--- src/rtl/sram_bus_arbiter.sv ---
// Two-master arbiter (instruction fetch + data) in front of the SRAM-to-AXI adapter.
// One transaction at a time; the winner's request is registered and held for the adapter.
module sram_bus_arbiter #(
    parameter int ADDR_WIDTH  = 32,
    parameter int DATA_WIDTH  = 32,
    parameter int ROUND_ROBIN = 0
) (
    input  logic                  clk,
    input  logic                  rst,
    input  logic                  inst_en,
    input  logic [ADDR_WIDTH-1:0] inst_addr,
    output logic                  inst_ready,
    output logic [DATA_WIDTH-1:0] inst_read_data,
    input  logic                  data_en,
    input  logic [3:0]            data_write_en,
    input  logic [ADDR_WIDTH-1:0] data_addr,
    input  logic [DATA_WIDTH-1:0] data_write_data,
    output logic                  data_ready,
    output logic [DATA_WIDTH-1:0] data_read_data,
    output logic                  sram_en,
    input  logic                  sram_ready,
    output logic [3:0]            sram_write_en,
    output logic [ADDR_WIDTH-1:0] sram_addr,
    input  logic [DATA_WIDTH-1:0] sram_read_data,
    output logic [DATA_WIDTH-1:0] sram_write_data
);

    typedef enum logic [2:0] {IDLE, WAIT_I, WAIT_D, DONE_I, DONE_D} state_t;

    state_t                state_q, state_d;
    logic                  last_data_q, last_data_d;
    logic [ADDR_WIDTH-1:0] req_addr_q, req_addr_d;
    logic [3:0]            req_wstrb_q, req_wstrb_d;
    logic [DATA_WIDTH-1:0] req_wdata_q, req_wdata_d;
    logic [DATA_WIDTH-1:0] inst_rdata_q, inst_rdata_d;
    logic [DATA_WIDTH-1:0] data_rdata_q, data_rdata_d;
    logic                  pick_data;

    // Fixed priority favours data; round robin only yields to inst if data won last.
    assign pick_data = data_en && (!inst_en || (ROUND_ROBIN == 0) || !last_data_q);

    assign inst_read_data = inst_rdata_q;
    assign data_read_data = data_rdata_q;

    always_comb begin
        state_d         = state_q;
        last_data_d     = last_data_q;
        req_addr_d      = req_addr_q;
        req_wstrb_d     = req_wstrb_q;
        req_wdata_d     = req_wdata_q;
        inst_rdata_d    = inst_rdata_q;
        data_rdata_d    = data_rdata_q;
        sram_en         = 1'b0;
        sram_addr       = req_addr_q;
        sram_write_en   = req_wstrb_q;
        sram_write_data = req_wdata_q;
        inst_ready      = 1'b0;
        data_ready      = 1'b0;

        case (state_q)
            IDLE: begin
                // Issue is gated by rst so nothing reaches the adapter while it is held in reset.
                if (!rst && sram_ready && (inst_en || data_en)) begin
                    sram_en = 1'b1;
                    if (pick_data) begin
                        sram_addr       = data_addr;
                        sram_write_en   = data_write_en;
                        sram_write_data = data_write_data;
                        last_data_d     = 1'b1;
                        state_d         = WAIT_D;
                    end else begin
                        sram_addr       = inst_addr;
                        sram_write_en   = 4'b0000;
                        sram_write_data = '0;
                        last_data_d     = 1'b0;
                        state_d         = WAIT_I;
                    end
                    req_addr_d  = sram_addr;
                    req_wstrb_d = sram_write_en;
                    req_wdata_d = sram_write_data;
                end
            end
            WAIT_I: begin
                if (sram_ready) begin
                    inst_rdata_d = sram_read_data;
                    state_d      = DONE_I;
                end
            end
            WAIT_D: begin
                if (sram_ready) begin
                    data_rdata_d = sram_read_data;
                    state_d      = DONE_D;
                end
            end
            DONE_I: begin
                inst_ready = 1'b1;
                state_d    = IDLE;
            end
            DONE_D: begin
                data_ready = 1'b1;
                state_d    = IDLE;
            end
            default: state_d = IDLE;
        endcase
    end

    always_ff @(posedge clk) begin
        if (rst) begin
            state_q      <= IDLE;
            last_data_q  <= 1'b0;
            req_addr_q   <= '0;
            req_wstrb_q  <= 4'b0000;
            req_wdata_q  <= '0;
            inst_rdata_q <= '0;
            data_rdata_q <= '0;
        end else begin
            state_q      <= state_d;
            last_data_q  <= last_data_d;
            req_addr_q   <= req_addr_d;
            req_wstrb_q  <= req_wstrb_d;
            req_wdata_q  <= req_wdata_d;
            inst_rdata_q <= inst_rdata_d;
            data_rdata_q <= data_rdata_d;
        end
    end

endmodule

--- config.mk ---
export PLATFORM = sky130hd
export DESIGN_NAME = sram_bus_arbiter
export DESIGN_NICKNAME = d
export VERILOG_FILES = /design/src/rtl/sram_bus_arbiter.sv
export SDC_FILE = /design/constraint.sdc
export NUM_CORES = 1
export LEC_CHECK = 0
export CAP_MARGIN = 20
export CORE_MARGIN = 5
export CORE_UTILIZATION = 45
export CTS_CLUSTER_DIAMETER = 150
export DETAILED_ROUTE_END_ITERATION = 7
export DONT_BUFFER_PORTS = 1
export PLACE_DENSITY = 0.64
export SLEW_MARGIN = 30
export SYNTH_ARGS = -nofsm -noshare
export SYNTH_HDL_FRONTEND = slang
export SYNTH_SLANG_ARGS = --single-unit
--- constraint.sdc ---
create_clock -name clk -period 3.7 [get_ports clk]
set_input_delay 0.185 -clock clk [delete_from_list [all_inputs] [get_ports clk]]
set_output_delay 0.185 -clock clk [all_outputs]
set_load 0.03 [all_outputs]
==> reports/metrics.csv, run 1 <==
metric,value,unit
grt_overflow,0,
drc,0,
ir_drop,0.000227,V
min_period,2.93,ns
syn_nets,821,
viasPerCell,5.50,
placed_area,6130,µm²
cp_data_arrival_time,2.74,ns
synthCells,684,
max_stage_delay,0.65,ns
dpl_worst_slack,1.22,ns
hold_viol,0,
std_cell_rows,42,
avgRoutedWirePerCell,17.9,µm
ios,272,
final_area,7430,µm²
synthSimpleGateAreaFrac,0.171,
synth_top_family_by_area,multiplexers,
die_x,126,µm
synth_xor_area_frac,0,
critical_path_class,reg2out,
area_growth,22.2,%
maxCapViolations,0,
synth_flop_cell,dfxtp_1,
crit_family,simple AND/OR/NAND/NOR gates,
antenna_found_initial,0,
clockBufferDepth,2,
yosysTopAreaCell,dfxtp_1,
cts_root_buf,clkbuf_16,
die_h,126,µm
stdcell_count,908,
drtIter0Drc,304,
combPwrFrac,0.147,
vias,4996,
cp_slowest_cell,nor3_4,
yosysSeqAreaShare,0.445,
hpwl,10.6,mm
fillCellCount,1119,
placedCellCount,807,
synth_seq_cells,135,
cp_cell_sequence,or3_4 -> nor3_4 -> buf_12 -> o21ai_0,
crit_fanout,62,
cts_tree,yes,
synth_fa_ha_area_frac,0,
max-slew-margin-rel,0.298,
power.leakage,2.68,nW
nets,856,
synth_compound_area_frac,0.135,
synth-edff-count,0,
rr_startpoint,state_q[2]$_SDFFE_PP0P_,
p_sw,1.03,mW
drive_above_1_share,0.193,
powerDensity,518,nW/µm²
muxShareOfSynthArea,0.174,
whs,0.0183,ns
cts_buffers,17,
ys_types,31,
report.final.slew_viol_count,0,
grt_max_degree,105,
p_total,3.85,mW
clkPwrFrac,0.438,
utilization,0.561,
synth_top_area_frac,0.445,
gp_congestion,0.830,
synthTopCellsByCount,"dfxtp_1, nand2_1, mux2_2",
setup_viol,0,
h-tree-depth,4,
synth_area_per_cell,8.89,µm²
max_freq,342,MHz
status,"finished, final reports clean",
hold_depth,2,
numPortBuffers,0,
fin_ws,0.774,ns
p_int,2.82,mW
yosysMostFrequentCell,dfxtp_1,
dieArea,15900,µm²
pwr-share-seq,0.415,
coreArea,13200,µm²
worstSetupStartpointType,flip-flop,
r2r_cells,4,
ys_warn_count,0,
rrSetupSlack,1.37,ns
clock-skew-final,0.00578,ns
cts.sinks,135,
ys_top_cells_by_area,"dfxtp_1, mux2_2, nand2_1, a21oi_1, o31ai_1",
min_path_type,in2reg,
final.period_utilization,0.791,
r2r-end,req_addr_q[12]$_SDFF_PP0_,
clock_latency,0.41,ns
min_from,data_write_data[20],
timing_worst_slew_pin_value,1.04,ns
endpoint_kind,output port,
rsz0062_at_grt,false,
finalWirelength,16.3,mm
diodes,0,
initial_core_util,0.459,
swShare,0.268,
drtPass1Iterations,7,
grt_pass1_vias,5021,
required,3.51,ns
critPathBufInv,1,
cts.clk_slew.worst_paths,0.05,ns
antenna_left,0,
grt_first_pass_wirelength,25.7,mm
async_flop_share,0,
track_usage,0.198,
syn-cell-area,6080,µm²
setup_tns,0,ns
worst_hold_path.endpoint,req_wdata_q[20]$_SDFF_PP0_,
[sequential cells by signal, summed over array words and instances, names as in the netlist]
name and cells:
req_wstrb_q 4, inst_read_data 32, data_read_data 32, state_q 3
req_wdata_q 32, req_addr_q 32
[kinds of logic after synthesis]
group / Yosys count
buffers and inverters: 99
AO/OA/AOI/OAI: 143
multiplexers: 94
AND/OR/NAND/NOR: 213
flip-flops: 135
[worst max path at each step]
stage / from / to / slack [ns] / depth (start not counted)
2_1_floorplan: state_q[2]$_SDFFE_PP0P_ / sram_write_data[10] / 1.68 / 6
3_3_place_gp: state_q[2]$_SDFFE_PP0P_ / sram_addr[27] / 1.26 / 4
3_5_place_dp: state_q[2]$_SDFFE_PP0P_ / sram_write_en[3] / 1.22 / 4
4_1_cts: state_q[2]$_SDFFE_PP0P_ / sram_write_en[3] / 0.76 / 4
5_1_grt: state_q[2]$_SDFFE_PP0P_ / sram_write_data[18] / 0.65 / 4
6_report: state_q[2]$_SDFFE_PP0P_ / sram_write_data[20] / 0.77 / 4
[per-layer routing]
layer	track usage	routed length (µm)
met5	0	0
met4	0.0871	303
met3	0.0707	1230
met2	0.331	8310
met1	0.227	6460
[timing repair]
| action | CTS | global route |
|---|---|---|
| endpoints found under the hold margin | 104 | 0 |
| hold buffers | 69 | 0 |
| setup buffers | 0 | 0 |
| resized for setup | 0 | 0 |
[layout make-up]
class / instances / area, µm² / share of cell area
Sequential cell: 135 / 2700 / 0.364
Multi-Input combinational cell: 450 / 2960 / 0.398
Clock inverter: 11 / 149 / 0.0200
Tap cell: 176 / 220 / 0.0296
Timing Repair Buffer: 79 / 816 / 0.110
Clock buffer: 21 / 450 / 0.0606
Inverter: 36 / 135 / 0.0182
[layout by cell type, fill, tap and decap left out, types with 3 or more instances in the layout]
cell type	instances
nand4_1	36
nand2_1	130
o21ai_1	3
bufinv_16	3
clkinvlp_4	3
dlygate4sd3_1	67
o21ai_0	31
nor2b_1	31
inv_1	36
dfxtp_1	135
clkbuf_1	3
buf_12	3
mux2_2	93
clkbuf_16	17
o31ai_1	36
buf_4	7
a21oi_1	68
[power groups by stage]
stage / clock network, mW / logic, mW / registers (mW)
floorplan: 0 / 0.459 / 1.61
global placement: 0 / 0.465 / 1.63
detailed placement: 0 / 0.477 / 1.63
CTS: 1.73 / 0.567 / 1.60
global route: 1.80 / 0.607 / 1.60
finish: 1.68 / 0.567 / 1.60
(Power assumes the default switching activity.)
==> inputs of run 2 (changes only) <==
ABC_AREA = 1   (was default)
clock period = 2.9 ns   (was 3.7 ns; I/O delays follow)
==> run 2 against run 1 <==
Clock skew about the same. Largest power group is now registers. Synthesized cell count up 14%. Worst hold slack worse by 0.0043 ns. Sequential power up 69%.
==> reports/metrics.csv, run 2 <==
metric,value,unit
h-tree-depth,4,
combPwrFrac,0.220,
grt_pass1_vias,5249,
syn-cell-area,5740,µm²
timing_worst_slew_pin_value,0.840,ns
vias,5275,
drtPass1Iterations,6,
ys_warn_count,0,
cts_setup_buffers,0,
p_int,3.82,mW
cts.clk_slew.worst_paths,0.05,ns
diodes,0,
crit_fanout,39,
endpoint_kind,output port,
yosysSeqAreaShare,0.471,
placed_area,5760,µm²
min_from,sram_read_data[29],
required,2.76,ns
synth_seq_cells,135,
antenna_left,0,
cp_slowest_cell,dfxtp_1,
nets,989,
initial_core_util,0.456,
p_sw,2.28,mW
synthTopCellsByCount,"nand2_1, dfxtp_1, a21oi_1",
cts_tree,yes,
final_area,7260,µm²
synth_top_area_frac,0.471,
die_h,123,µm
track_usage,0.209,
synth_area_per_cell,7.33,µm²
rsz0062_at_grt,false,
clock-skew-final,0.00563,ns
dieArea,15100,µm²
synth-edff-count,0,
final.period_utilization,0.813,
clock_latency,0.41,ns
worstSetupStartpointType,flip-flop,
setup_tns,0,ns
cp_cell_sequence,inv_2 -> nand2_2 -> nor2_8 -> inv_4 -> buf_12 -> nand2_1 -> nand2_1,
max-slew-margin-rel,0.439,
crit_path_start,state_q[0]$_SDFFE_PP0P_,
ys_types,24,
cts_root_buf,clkbuf_16,
final_common_cell,nand2_1,
cp_common_cell,nand2_1,
final_cell_mix,"nand2_1, dfxtp_1, dlygate4sd3_1",
drtIter0Drc,288,
status,"finished, final reports clean",
critPathBufInv,3,
async_flop_share,0,
numPortBuffers,0,
clockBufferDepth,2,
max_stage_delay,0.48,ns
synth_flop_cell,dfxtp_1,
antenna_found_initial,0,
whs,0.0140,ns
grt_first_pass_wirelength,25.1,mm
ys_top_cells_by_area,"dfxtp_1, nand2_1, a21oi_1, o21ai_0, nor2_1",
maxCapViolations,0,
ir_drop,0.000581,V
min_period,2.36,ns
drc,0,
cp_data_arrival_time,2.21,ns
yosysTopAreaCell,dfxtp_1,
viasPerCell,5.09,
report.final.slew_viol_count,0,
critical_path_class,reg2out,
cts_buffers,17,
swShare,0.374,
min_path_type,in2reg,
coreArea,12600,µm²
die_x,123,µm
syn_nets,920,
power.leakage,3.28,nW
ios,272,
grt_overflow,0,
powerDensity,840,nW/µm²
clkPwrFrac,0.338,
hpwl,10.2,mm
crit_family,buffers and inverters,
area_growth,26.6,%
yosysMostFrequentCell,nand2_1,
avgRoutedWirePerCell,15.7,µm
drive_above_1_share,0.105,
setup_viol,0,
cts.sinks,135,
pwr-share-seq,0.442,
gp_congestion,0.794,
hold_viol,0,
rr_startpoint,state_q[0]$_SDFFE_PP0P_,
synthCells,783,
std_cell_rows,41,
grt_max_degree,71,
finalWirelength,16.3,mm
max_freq,424,MHz
run 2: cell count changes after synthesis, moves of 29 or more:
cell,delta
nand2_1,+157
o31ai_1,-36
nand4_1,-36
o21ai_0,+29
mux2_2,-93
nor2_1,+66
nor2b_1,-32
run 2: worst paths after layout:
path                                                   endpoint  slack (ns)  depth (start not counted)
worst min register to register        req_addr_q[17]$_SDFF_PP0_        0.47                          2
worst min-delay path            inst_read_data[29]$_SDFFE_PP0P_        0.01                          2
worst max-delay path                        sram_write_data[19]        0.54                          7
worst max register to register       req_wdata_q[15]$_SDFF_PP0_        0.71                          8
run 2: cell type report:
cell class	instances	area (µm²)
multi-input cells	558	2620
fillers	1111	5310
clock inverters	8	97.6
repair buffers	98	993
clock buffers	24	472
well taps	172	215
inverters	42	163
flip-flops and latches	135	2700
run 2: worst reg2reg max path: stages, from the launching register on:
cell	delay (ns)
dfxtp_1	0.48
inv_2	0.10
nand2_2	0.13
nor2_8	0.05
inv_4	0.26
buf_12	0.34
nand2_4	0.10
a21oi_2	0.11
dlygate4sd3_1	0.55
run 2: metrics by stage:
step	util	setup slack (ns)	std cells	total power, mW
3_3_place_gp	0.458	1.09	914	3.89
6_report	0.578	0.541	1037	6.10
5_1_grt	0.578	0.388	1037	6.41
2_1_floorplan	-	1.44	783	3.75
4_1_cts	0.578	0.561	1037	6.13
3_5_place_dp	0.458	1.02	914	3.93
run 2: metal layers:
layer | global-route usage | up-vias | wire (µm)
met5 | 0 | - | 0
met3 | 0.0961 | 25 | 1760
met2 | 0.345 | 235 | 7710
met1 | 0.233 | 2405 | 6490
li1 | - | 2610 | -
met4 | 0.0875 | 0 | 303
run 2: logic make-up (layout without fill, tap and decap cells):
family / count (synthesis) / after routing / share of synthesized area
AND/OR/NAND/NOR: 390 / 390 / 0.295
AO/OA/AOI/OAI: 168 / 168 / 0.160
flip-flops: 135 / 135 / 0.471
buffers and inverters: 90 / 172 / 0.0744
run 2: power by group through the flow:
stage / sequential, mW / combinational [mW] / clock, mW
finish: 2.70 / 1.34 / 2.06
global route: 2.73 / 1.48 / 2.20
CTS: 2.70 / 1.33 / 2.10
detailed placement: 2.73 / 1.20 / 0
global placement: 2.73 / 1.16 / 0
floorplan: 2.66 / 1.10 / 0
run 2: timing repair:
| action | CTS | global route |
|---|---|---|
| resized for setup | 0 | 0 |
| endpoints found under the hold margin | 133 | 0 |
| hold buffers | 91 | 0 |
==> inputs of run 3 (changes only) <==
PLACE_DENSITY = 0.66   (was 0.64)
clock period = 2.05 ns   (was 2.9 ns; I/O delays follow)
==> run 3 against run 2 <==
Sequential power increased by 41%. Critical endpoint is now req_addr_q[27]$_SDFF_PP0_. Largest power group unchanged. Die area did not move. Final area up 9.8%. Sequential share of layout area fell by 3.3 points. Critical path depth unchanged. Via count rose by 6.9%. Core utilization is 5.7 points higher. First-iteration DRC count is 34% higher. Final cell count up 4.1%. Clock power is 55% higher. Clock skew rose by 0.0027 ns.
==> reports/metrics.csv, run 3 (synthesis results as in run 2) <==
metric,value,unit
ios,272,
antenna_found_initial,0,
drtIter0Drc,386,
final.period_utilization,0.967,
drtPass1Iterations,5,
critPathBufInv,2,
rsz0062_at_grt,true,
numPortBuffers,0,
cts.clk_slew.worst_paths,0.05,ns
vias,5640,
cts_tree,yes,
powerDensity,1160,nW/µm²
setup_viol,0,
grt_first_pass_wirelength,27.0,mm
cts_buffers,17,
min_path_type,in2reg,
stdcell_count,1080,
nets,1032,
clock_latency,0.41,ns
critical_path_class,reg2reg,
crit_fanout,18,
clockBufferDepth,2,
finalWirelength,18.3,mm
final_common_cell,nand2_1,
gp_congestion,0.849,
die_h,123,µm
antenna_left,0,
cp_data_arrival_time,2.32,ns
std_cell_rows,41,
grt_max_degree,71,
grt_overflow,0,
cp_cell_sequence,nor2_4 -> nand2_2 -> nor2_8 -> buf_12 -> nand2_1 -> dlygate4sd3_1 -> a21oi_2,
min_period,1.98,ns
cts.sinks,135,
max-slew-margin-rel,0.600,
hold_viol,0,
die_x,123,µm
cts_root_buf,clkbuf_16,
clock-skew-final,0.00836,ns
grt_pass1_vias,5503,
dieArea,15100,µm²
timing_worst_slew_pin_value,0.599,ns
drive_above_1_share,0.178,
power.leakage,3.43,nW
hpwl,10.3,mm
avgRoutedWirePerCell,16.9,µm
maxCapViolations,0,
viasPerCell,5.22,
required,2.38,ns
final_cell_mix,"nand2_1, dfxtp_1, dlygate4sd3_1",
status,"finished, final reports clean",
crit_family,buffers and inverters,
coreArea,12600,µm²
cp_slowest_cell,dlygate4sd3_1,
drc,0,
worstSetupStartpointType,flip-flop,
max_freq,504,MHz
h-tree-depth,4,
report.final.slew_viol_count,0,
initial_core_util,0.456,
whs,0.0198,ns
placedCellCount,918,
track_usage,0.228,
dpl_worst_slack,0.350,ns
endpoint_kind,flip-flop,
max_stage_delay,0.59,ns
ir_drop,0.000836,V
area_growth,39.0,%
fin_ws,0.0676,ns
run 3: timing repair:
item	in CTS	in global routing
pin swaps	2	1
hold buffers	125	0
hold endpoints to repair	134	0
setup buffers	1	1
gates resized for setup	28	39
endpoints found under the setup margin	65	87
cloned	2	1
run 3: per-stage QoR:
step	power, mW	setup TNS (ns)	util	area, µm²
final	9.22	0	0.634	7970
after global routing	9.65	-0.297	0.634	7970
after CTS	9.14	0	0.623	7830
after detailed placement	5.59	0	0.462	5810
after global placement	5.53	0	0.462	5810
after floorplan	5.31	0	-	5740
run 3: path summary, 6_finish.rpt:
kind,endpoint,cells after the start,from,slack (ns)
worst max-delay path,req_addr_q[27]$_SDFF_PP0_,7,state_q[1]$_SDFFE_PP0P_,0.07
worst max register to register,req_addr_q[27]$_SDFF_PP0_,7,state_q[1]$_SDFFE_PP0P_,0.07
worst min register to register,req_addr_q[13]$_SDFF_PP0_,2,req_addr_q[13]$_SDFF_PP0_,0.47
worst min-delay path,state_q[0]$_SDFFE_PP0P_,4,sram_ready,0.02
run 3: area by class of cell:
type | instances | area, µm²
antenna | 1 | 2.50
fill | 987 | 4590
tap | 172 | 215
clock buffer | 19 | 453
multi-input combinational | 560 | 2810
sequential | 135 | 2700
clock inverter | 12 | 175
timing repair buffer | 139 | 1450
inverter | 42 | 165
run 3: metal layers:
metal | track usage | up-vias | routed length, µm | part of all wire
li1 | - | 2690 | - | -
met1 | 0.247 | 2602 | 6800 | 0.37
met2 | 0.375 | 300 | 8960 | 0.49
met3 | 0.102 | 48 | 1940 | 0.11
met4 | 0.117 | 0 | 569 | 0.031
met5 | 0 | - | 0 | 0
run 3: power by group:
group	internal (mW)	switching [mW]	leakage, nW
combinational	0.717	1.49	2.03
sequential	3.01	0.804	1.10
clock	2.09	1.10	0.301
total	5.82	3.40	3.43
run 3: worst register-to-register path, stage by stage, from the launching register on:
cell	delay [ns]
dfxtp_1	0.35
nor2_4	0.21
nand2_2	0.12
nor2_8	0.19
buf_12	0.20
nand2_1	0.13
dlygate4sd3_1	0.59
a21oi_2	0.13
